--- src/rtl/gemm_result_collector_pkg.sv ---
// Shared types for the GEMM result collector: the result vector layout and the
// read-side state encoding.
package gemm_result_collector_pkg;

    localparam int GEMM_SA_SIZE  = 3;
    localparam int GEMM_WA_SIZE  = 8;
    localparam int GEMM_NUM_ROWS = 4;

    typedef logic [GEMM_SA_SIZE-1:0][GEMM_WA_SIZE-1:0] result_vec_t;

    typedef enum logic {
        IDLE  = 1'b0,
        DRAIN = 1'b1
    } collector_rd_state_t;

endpackage

--- src/rtl/gemm_collector_bank.sv ---
// One result tile of storage: a synchronous write port and a combinational read
// port. Contents are not reset; validity is tracked by the collector.
module gemm_collector_bank
    import gemm_result_collector_pkg::*;
#(
    parameter int SA_SIZE                = GEMM_SA_SIZE,
    parameter int WEIGHT_ACTIVATION_SIZE = GEMM_WA_SIZE,
    parameter int NUM_ROWS               = GEMM_NUM_ROWS,
    localparam int ROW_W                 = $clog2(NUM_ROWS)
) (
    input  logic                                            clk,
    input  logic                                            we,
    input  logic [ROW_W-1:0]                                waddr,
    input  logic [SA_SIZE-1:0][WEIGHT_ACTIVATION_SIZE-1:0] wdata,
    input  logic [ROW_W-1:0]                                raddr,
    output logic [SA_SIZE-1:0][WEIGHT_ACTIVATION_SIZE-1:0] rdata
);

    logic [SA_SIZE-1:0][WEIGHT_ACTIVATION_SIZE-1:0] r_mem [NUM_ROWS];

    always_ff @(posedge clk) begin
        if (we) begin
            r_mem[waddr] <= wdata;
        end
    end

    assign rdata = r_mem[raddr];

endmodule

--- src/rtl/gemm_result_collector.sv ---
// Collects systolic-array result vectors into NUM_ROWS-row tiles in a ping-pong
// buffer and streams finished tiles out row by row. GEMM_COLLECTOR_DROP_COUNT_EN
// adds a saturating drop_count output.
module gemm_result_collector
    import gemm_result_collector_pkg::*;
#(
    parameter int SA_SIZE                = GEMM_SA_SIZE,
    parameter int WEIGHT_ACTIVATION_SIZE = GEMM_WA_SIZE,
    parameter int NUM_ROWS               = GEMM_NUM_ROWS,
    localparam int ROW_W                 = $clog2(NUM_ROWS)
) (
    input  logic                                            clk,
    input  logic                                            reset,
    input  logic                                            in_valid,
    input  logic [SA_SIZE-1:0][WEIGHT_ACTIVATION_SIZE-1:0] in_data,
    input  logic                                            capture_en,
    output logic                                            in_ready,
    output logic                                            out_valid,
    input  logic                                            out_ready,
    output logic [SA_SIZE-1:0][WEIGHT_ACTIVATION_SIZE-1:0] out_data,
    output logic [ROW_W-1:0]                                out_row_idx,
    output logic                                            out_last,
    output logic                                            overflow,
    input  logic                                            clear_overflow
`ifdef GEMM_COLLECTOR_DROP_COUNT_EN
    ,
    output logic [15:0]                                     drop_count
`endif
);

    localparam logic [ROW_W-1:0] LAST_ROW = ROW_W'(NUM_ROWS - 1);

    logic [1:0]            r_full;
    logic                  r_wr_bank;
    logic [ROW_W-1:0]      r_wr_row;
    logic                  r_rd_bank;
    logic [ROW_W-1:0]      r_rd_row;
    logic                  r_overflow;
    collector_rd_state_t   r_rd_state;

    collector_rd_state_t   w_rd_state_nxt;
    logic [1:0]            w_full_nxt;
    logic                  w_wr_full;
    logic                  w_accept;
    logic                  w_drop;
    logic                  w_wr_last;
    logic                  w_rd_last;
    logic                  w_out_valid;
    logic                  w_rd_hs;
    logic                  w_rd_done;
    logic [SA_SIZE-1:0][WEIGHT_ACTIVATION_SIZE-1:0] w_rdata0;
    logic [SA_SIZE-1:0][WEIGHT_ACTIVATION_SIZE-1:0] w_rdata1;

    // Fullness is sampled before the edge, so a bank freed this cycle still rejects.
    assign w_wr_full   = r_full[r_wr_bank];
    assign w_accept    = in_valid && capture_en && !w_wr_full;
    assign w_drop      = in_valid && capture_en && w_wr_full;
    assign w_wr_last   = (r_wr_row == LAST_ROW);
    assign w_rd_last   = (r_rd_row == LAST_ROW);
    assign w_out_valid = (r_rd_state == DRAIN);
    assign w_rd_hs     = w_out_valid && out_ready;
    assign w_rd_done   = w_rd_hs && w_rd_last;

    // The drained bank is always full and the write bank never is, so the two
    // updates below can never target the same bank.
    always_comb begin
        w_full_nxt = r_full;
        if (w_rd_done) begin
            w_full_nxt[r_rd_bank] = 1'b0;
        end
        if (w_accept && w_wr_last) begin
            w_full_nxt[r_wr_bank] = 1'b1;
        end
    end

    always_comb begin
        w_rd_state_nxt = r_rd_state;
        case (r_rd_state)
            IDLE: begin
                if (w_full_nxt[r_rd_bank]) begin
                    w_rd_state_nxt = DRAIN;
                end
            end
            DRAIN: begin
                if (w_rd_done) begin
                    w_rd_state_nxt = w_full_nxt[~r_rd_bank] ? DRAIN : IDLE;
                end
            end
            default: w_rd_state_nxt = IDLE;
        endcase
    end

    always_ff @(posedge clk) begin
        if (reset) begin
            r_rd_state <= IDLE;
        end else begin
            r_rd_state <= w_rd_state_nxt;
        end
    end

    always_ff @(posedge clk) begin
        if (reset) begin
            r_full     <= 2'b00;
            r_wr_bank  <= 1'b0;
            r_wr_row   <= '0;
            r_rd_bank  <= 1'b0;
            r_rd_row   <= '0;
            r_overflow <= 1'b0;
        end else begin
            r_full <= w_full_nxt;
            if (w_accept) begin
                r_wr_row <= w_wr_last ? '0 : r_wr_row + ROW_W'(1);
                if (w_wr_last) begin
                    r_wr_bank <= ~r_wr_bank;
                end
            end
            if (w_rd_hs) begin
                r_rd_row <= w_rd_last ? '0 : r_rd_row + ROW_W'(1);
                if (w_rd_last) begin
                    r_rd_bank <= ~r_rd_bank;
                end
            end
            if (w_drop) begin
                r_overflow <= 1'b1;
            end else if (clear_overflow) begin
                r_overflow <= 1'b0;
            end
        end
    end

    gemm_collector_bank #(
        .SA_SIZE               (SA_SIZE),
        .WEIGHT_ACTIVATION_SIZE(WEIGHT_ACTIVATION_SIZE),
        .NUM_ROWS              (NUM_ROWS)
    ) u_bank0 (
        .clk  (clk),
        .we   (w_accept && (r_wr_bank == 1'b0)),
        .waddr(r_wr_row),
        .wdata(in_data),
        .raddr(r_rd_row),
        .rdata(w_rdata0)
    );

    gemm_collector_bank #(
        .SA_SIZE               (SA_SIZE),
        .WEIGHT_ACTIVATION_SIZE(WEIGHT_ACTIVATION_SIZE),
        .NUM_ROWS              (NUM_ROWS)
    ) u_bank1 (
        .clk  (clk),
        .we   (w_accept && (r_wr_bank == 1'b1)),
        .waddr(r_wr_row),
        .wdata(in_data),
        .raddr(r_rd_row),
        .rdata(w_rdata1)
    );

    assign in_ready    = !w_wr_full;
    assign out_valid   = w_out_valid;
    assign out_data    = r_rd_bank ? w_rdata1 : w_rdata0;
    assign out_row_idx = r_rd_row;
    assign out_last    = w_out_valid && w_rd_last;
    assign overflow    = r_overflow;

`ifdef GEMM_COLLECTOR_DROP_COUNT_EN
    logic [15:0] r_drop_count;

    function automatic logic [15:0] sat_inc16(input logic [15:0] v);
        return (v == 16'hFFFF) ? v : v + 16'd1;
    endfunction

    always_ff @(posedge clk) begin
        if (reset) begin
            r_drop_count <= 16'd0;
        end else if (clear_overflow) begin
            r_drop_count <= w_drop ? 16'd1 : 16'd0;
        end else if (w_drop) begin
            r_drop_count <= sat_inc16(r_drop_count);
        end
    end

    assign drop_count = r_drop_count;
`endif

endmodule
--- config.mk ---
export PLATFORM = sky130hd
export DESIGN_NAME = gemm_result_collector
export DESIGN_NICKNAME = d
export VERILOG_FILES = /design/src/rtl/gemm_result_collector_pkg.sv /design/src/rtl/gemm_collector_bank.sv /design/src/rtl/gemm_result_collector.sv
export SDC_FILE = /design/constraint.sdc
export NUM_CORES = 1
export LEC_CHECK = 0
export CAP_MARGIN = 20
export CELL_PAD_IN_SITES_DETAIL_PLACEMENT = 1
export CELL_PAD_IN_SITES_GLOBAL_PLACEMENT = 1
export CORE_ASPECT_RATIO = 0.5
export CORE_MARGIN = 4
export CORE_UTILIZATION = 50
export DETAILED_ROUTE_END_ITERATION = 16
export PLACE_DENSITY = 0.86
export SLEW_MARGIN = 30
export SYNTH_ARGS = -nofsm -noshare
export SYNTH_HDL_FRONTEND = slang
export SYNTH_SLANG_ARGS = --single-unit
export TNS_END_PERCENT = 5
--- constraint.sdc ---
create_clock -name clk -period 5 [get_ports clk]
set_input_delay 1 -clock clk [delete_from_list [all_inputs] [get_ports clk]]
set_output_delay 1 -clock clk [all_outputs]
set_load 0.02 [all_outputs]
# [Word level (Yosys, flattened, before mapping)]
# Memory sizes are Yosys's and may differ from the RTL's. A register that Yosys moved wholly into a read port is not among the register bits.
# Cells that the tools add are included.
[totals] register_bits=10 mem_bits_rw=192 inputBits=30 out_inout_bits=30 wordCells=68 mem_count=2
[memory_table] name="u_bank0.r_mem" depth=4 word_bits=24 rd=1 rd_clocked_by_memory_dff=1 write_ports=1 line_no="gemm_collector_bank.sv:19" source="logic [SA_SIZE-1:0][WEIGHT_ACTIVATION_SIZE-1:0] r_mem [NUM_ROWS];"
[memory_table] name="u_bank1.r_mem" depth=4 word_bits=24 rd=1 rd_clocked_by_memory_dff=1 write_ports=1 line_no="gemm_collector_bank.sv:19"
[op_classes] add_sub_neg=2 n_lt_le_gt_ge=5 n_eq_ne=2 muxes=29 bitwise_logic=6 reduce_logical=15
[op_table] op="24-bit 2-to-1 mux" count=1
[op_table] op="1-bit 2-to-1 mux" count=17
[op_table] op="2-bit 2-to-1 mux" count=8
[op_table] op="1-bit logical AND" count=11
[op_table] op="1-bit by 2-bit less-than comparator with 1-bit output, second input constant" count=3
[op_table] op="2-bit by 1-bit adder with 2-bit output, second input constant" count=2
[op_table] op="2-bit equality test, second input constant" count=2
[op_table] op="2-bit AND reduction" count=2
[op_table] op="1-bit NOT" count=3
[op_table] op="2-bit bitwise AND" count=1
[op_table] op="1-bit demux with 1-bit select" count=2
[op_table] op="1-bit greater-or-equal comparator, second input constant" count=2
[op_table] op="2-bit NOT" count=1
[op_table] op="2-bit OR" count=1
[op_table] op="1-bit case mux with 2 select lines" count=1
[op_table] op="2-bit nonzero test" count=1
[op_table] op="1-bit logical NOT" count=1

# [Depth between registers and ports, before layout]
[logic_depth] depth_word=14 ltp_mapped=4 ltp_nobuf=4

# [Cells and area by module]
# Synthesis repeated with hierarchy kept, for this count alone.
[unflattened] hier_cells=343 hier_area_um2=7840.0
[modules_own_cells] module="gemm_collector_bank" instances=2 cells_per_inst=130 area_per_inst_um2=3534.6 seq_area_each_um2=2882.8
[modules_own_cells] module="gemm_result_collector" instances=1 cells_per_inst=83 area_per_inst_um2=770.7 seq_area_each_um2=200.2

# [Worst setup path after synthesis]
# Ideal clock, no wire load.
[synth_timing] kind="register to output" startpoint="register with a tool-made name" endpoint="output port out_data[12] in the netlist's numbering" t_arrival_ns=1.470 required_ns=4.000 slack_ns=2.530 stages_incl_launch_ff=5 path_buffers=2 cell_sequence="dfxtp_1 buf_6 buf_12 mux4_2 mux2_2"
[synth_rtl] element="end: declaration" line_no="gemm_result_collector.sv:20" source="output logic [SA_SIZE-1:0][WEIGHT_ACTIVATION_SIZE-1:0] out_data,"

==> metrics.cfg <==
[outcome]
status = complete, no violations

[cts]
clk_latency_ns = 0.47
cts_buffers = 19
path_clk_slew_ns = 0.07
cts_num_sinks = 204
htreeDepth = 1
clockBufferDepth = 3
cts_hold_buffers = 0
cts_resized = 0
cts_setup_buffers = 0
root_buffer = clkbuf_16
cts_tree = built

[floorplan]
chipWidth_um = 185
die_y_um = 96.7
rows = 32
io_pins = 60
die_area_um2 = 17900
coreArea_um2 = 15400
start_util = 0.511

[synth]
syn_nets = 383
syn-cell-area_um2 = 7880
yosys-top-cells-area = edfxtp_1 73%, mux4_2 14%, dfxtp_1 3.1%, mux2_4 2.1%, mux2_2 2.0%
ys_async_sr_fraction = 0
ys_warn_count = 0
yosysSeqAreaShare = 0.763
synth_top_area_cell = edfxtp_1
synth_commonest_cells = 192 x edfxtp_1, 48 x mux4_2, 14 x mux2_2
yosysTopAreaCellShare = 0.732
avgSynthCellArea_um2 = 22.6
ys.flop_type = edfxtp_1
synth.distinct_cells = 32
synth_most_common_cell = edfxtp_1
synthCells = 348
synth-seq-cells = 204
synth-edff-count = 192

[routing]
route.met3.wl_um = 865
ant_nets = 0
routed_wl_mm = 16.0
drt_iter0_drc = 277
drt-met1-wl_mm = 6.72
drc_errors = 0
wl_met2_mm = 8.06
drtPass1Iterations = 4
via_per_inst = 5.80
vias = 3714
routed.top_layer = met5
wl_per_cell_um = 25.0

[finish]
stdcell_area_um2 = 9290
n_antenna_cell = 0
final_nets = 460
areaGrowthSynthToFinish_pct = 18.0
drive_above_1_share = 0.257

[global_route]
grt_max_degree = 49
grt_overflow = 0
grt_pass1_wl_mm = 25.1
grt_pass1_vias = 4139
grt_usage = 0.185
antenna_found_initial = 1

[critical_path]
crit_fanout = 27
cp-end-kind = output pin
cp.required_ns = 4.00
cp_cell_sequence = buf_12, mux4_2, mux2_2, clkdlybuf4s50_1
arrival_ns = 2.87
critPathMaxStageDelay_ns = 0.65
startpoint_type = flop
critPathKind = reg -> out
slowest_stage = dfxtp_4

[sta]
finalHoldViolCount = 0
drv_slew = 0
grt_setup_unrepaired = no
fin_crit_ns = 3.87
fmax_mhz = 258
slew_headroom = 0.362
skew_ns = 0.00955
timing.hold.ws_ns = 0.507
worst_pin_slew_ns = 0.956
setup_violations = 0
setup_tns_ns = 0
fin_crit_sh = 0.774

[power_and_ir_drop]
leakagePower_nw = 2.93
p_per_area_nw_per_um2 = 359
intPower_mw = 2.70
switching_share = 0.192
power_switching_mw = 0.642
power.clock.fraction = 0.401
power_frac_seq = 0.565
peakVddDrop_mv = 0.203
power_frac_comb = 0.034

[min_path]
hp-class = reg -> reg

[place]
dp_hpwl_mm = 8.94
gp_congestion = 0.752
io_buffers = 59
postPlaceCellArea_um2 = 8700

[run]
drv_cap = 0

==> cells in the final DEF (no fill, tap or decap), types with 3 or more instances in the layout <==
master           count
mux2_4              11
edfxtp_1           192
nand3_1              3
a21oi_1              6
clkinv_1             3
and2_1               8
clkdlybuf4s50_1     59
mux4_2              48
clkbuf_16           21
nor2_1               4
nand2_1              6
clkbuf_1             5
mux2_2              14
clkinv_2             3
dfxtp_1              9
o21ai_0              3
ha_1                 5
buf_4               10
inv_1                5
==> power by group through the flow <==
stage,combinational (mW),clock [mW],sequential [mW]
after floorplan,0.0434,0,1.92
after global placement,0.107,0,1.92
after detailed placement,0.113,0,1.92
after CTS,0.114,1.37,1.89
after global routing,0.122,1.46,1.89
final,0.113,1.34,1.89
==> flip-flops by register name, indices dropped and copies added (netlist names), named ones only <==
signal	cells
out_valid	1
r_wr_row	2
r_wr_bank	1
r_rd_bank	1
u_bank1.r_mem	96
out_row_idx	2
overflow	1
r_full	2
u_bank0.r_mem	96
==> final timing paths <==
kind | startpoint | endpoint | slack (ns) | depth (start not counted)
max reg2reg | r_rd_bank | out_valid | 3.28 | 3
max | flop | out_data[19] | 1.13 | 4
min | overflow | overflow | 0.51 | 2
min reg2reg | overflow | overflow | 0.51 | 2
==> worst max-delay path: cells and delay by family (launching register included) <==
family | cells | cell delay, ns
buffers and inverters | 2 | 0.88
DFF | 1 | 0.65
muxes | 2 | 0.84
==> layer usage <==
metal / vias up / GRT usage
met1: 1963 / 0.263
met2: 111 / 0.301
met3: 29 / 0.0323
li1: 1609 / -
met4: 2 / 0.0445
met5: - / 0
==> final cells by class <==
| type | count | area [um2] |
|---|---|---|
| well taps | 204 | 255 |
| flip-flops and latches | 204 | 6010 |
| clock buffers | 26 | 544 |
| multi-input cells | 125 | 1750 |
| clock inverters | 6 | 26.3 |
| inverters | 5 | 18.8 |
| fillers | 1283 | 6120 |
| repair buffers | 70 | 686 |
==> logic make-up (layout without fill, tap and decap cells) <==
kind of cell             Yosys count  count (layout)  synth area share
buffers and inverters             19             107            0.0153
flip-flops                       204             204             0.763
adder cells (fa/ha/maj)            5               5           0.00794
AO/OA/AOI/OAI                     14              14            0.0110
AND/OR/NAND/NOR                   32              32            0.0237
multiplexers                      74              74             0.180
==> metrics by stage <==
step                       util  power (mW)  worst slack [ns]  std cells
after global routing      0.603        3.47             0.935        640
after detailed placement  0.564        2.04              1.46        607
final                     0.603        3.34              1.13        640
after CTS                 0.601        3.38             0.915        639
after global placement    0.564        2.03              1.50        607
after floorplan               -        1.97              2.53        348
Note: power is estimated with default switching activity, not from simulation.
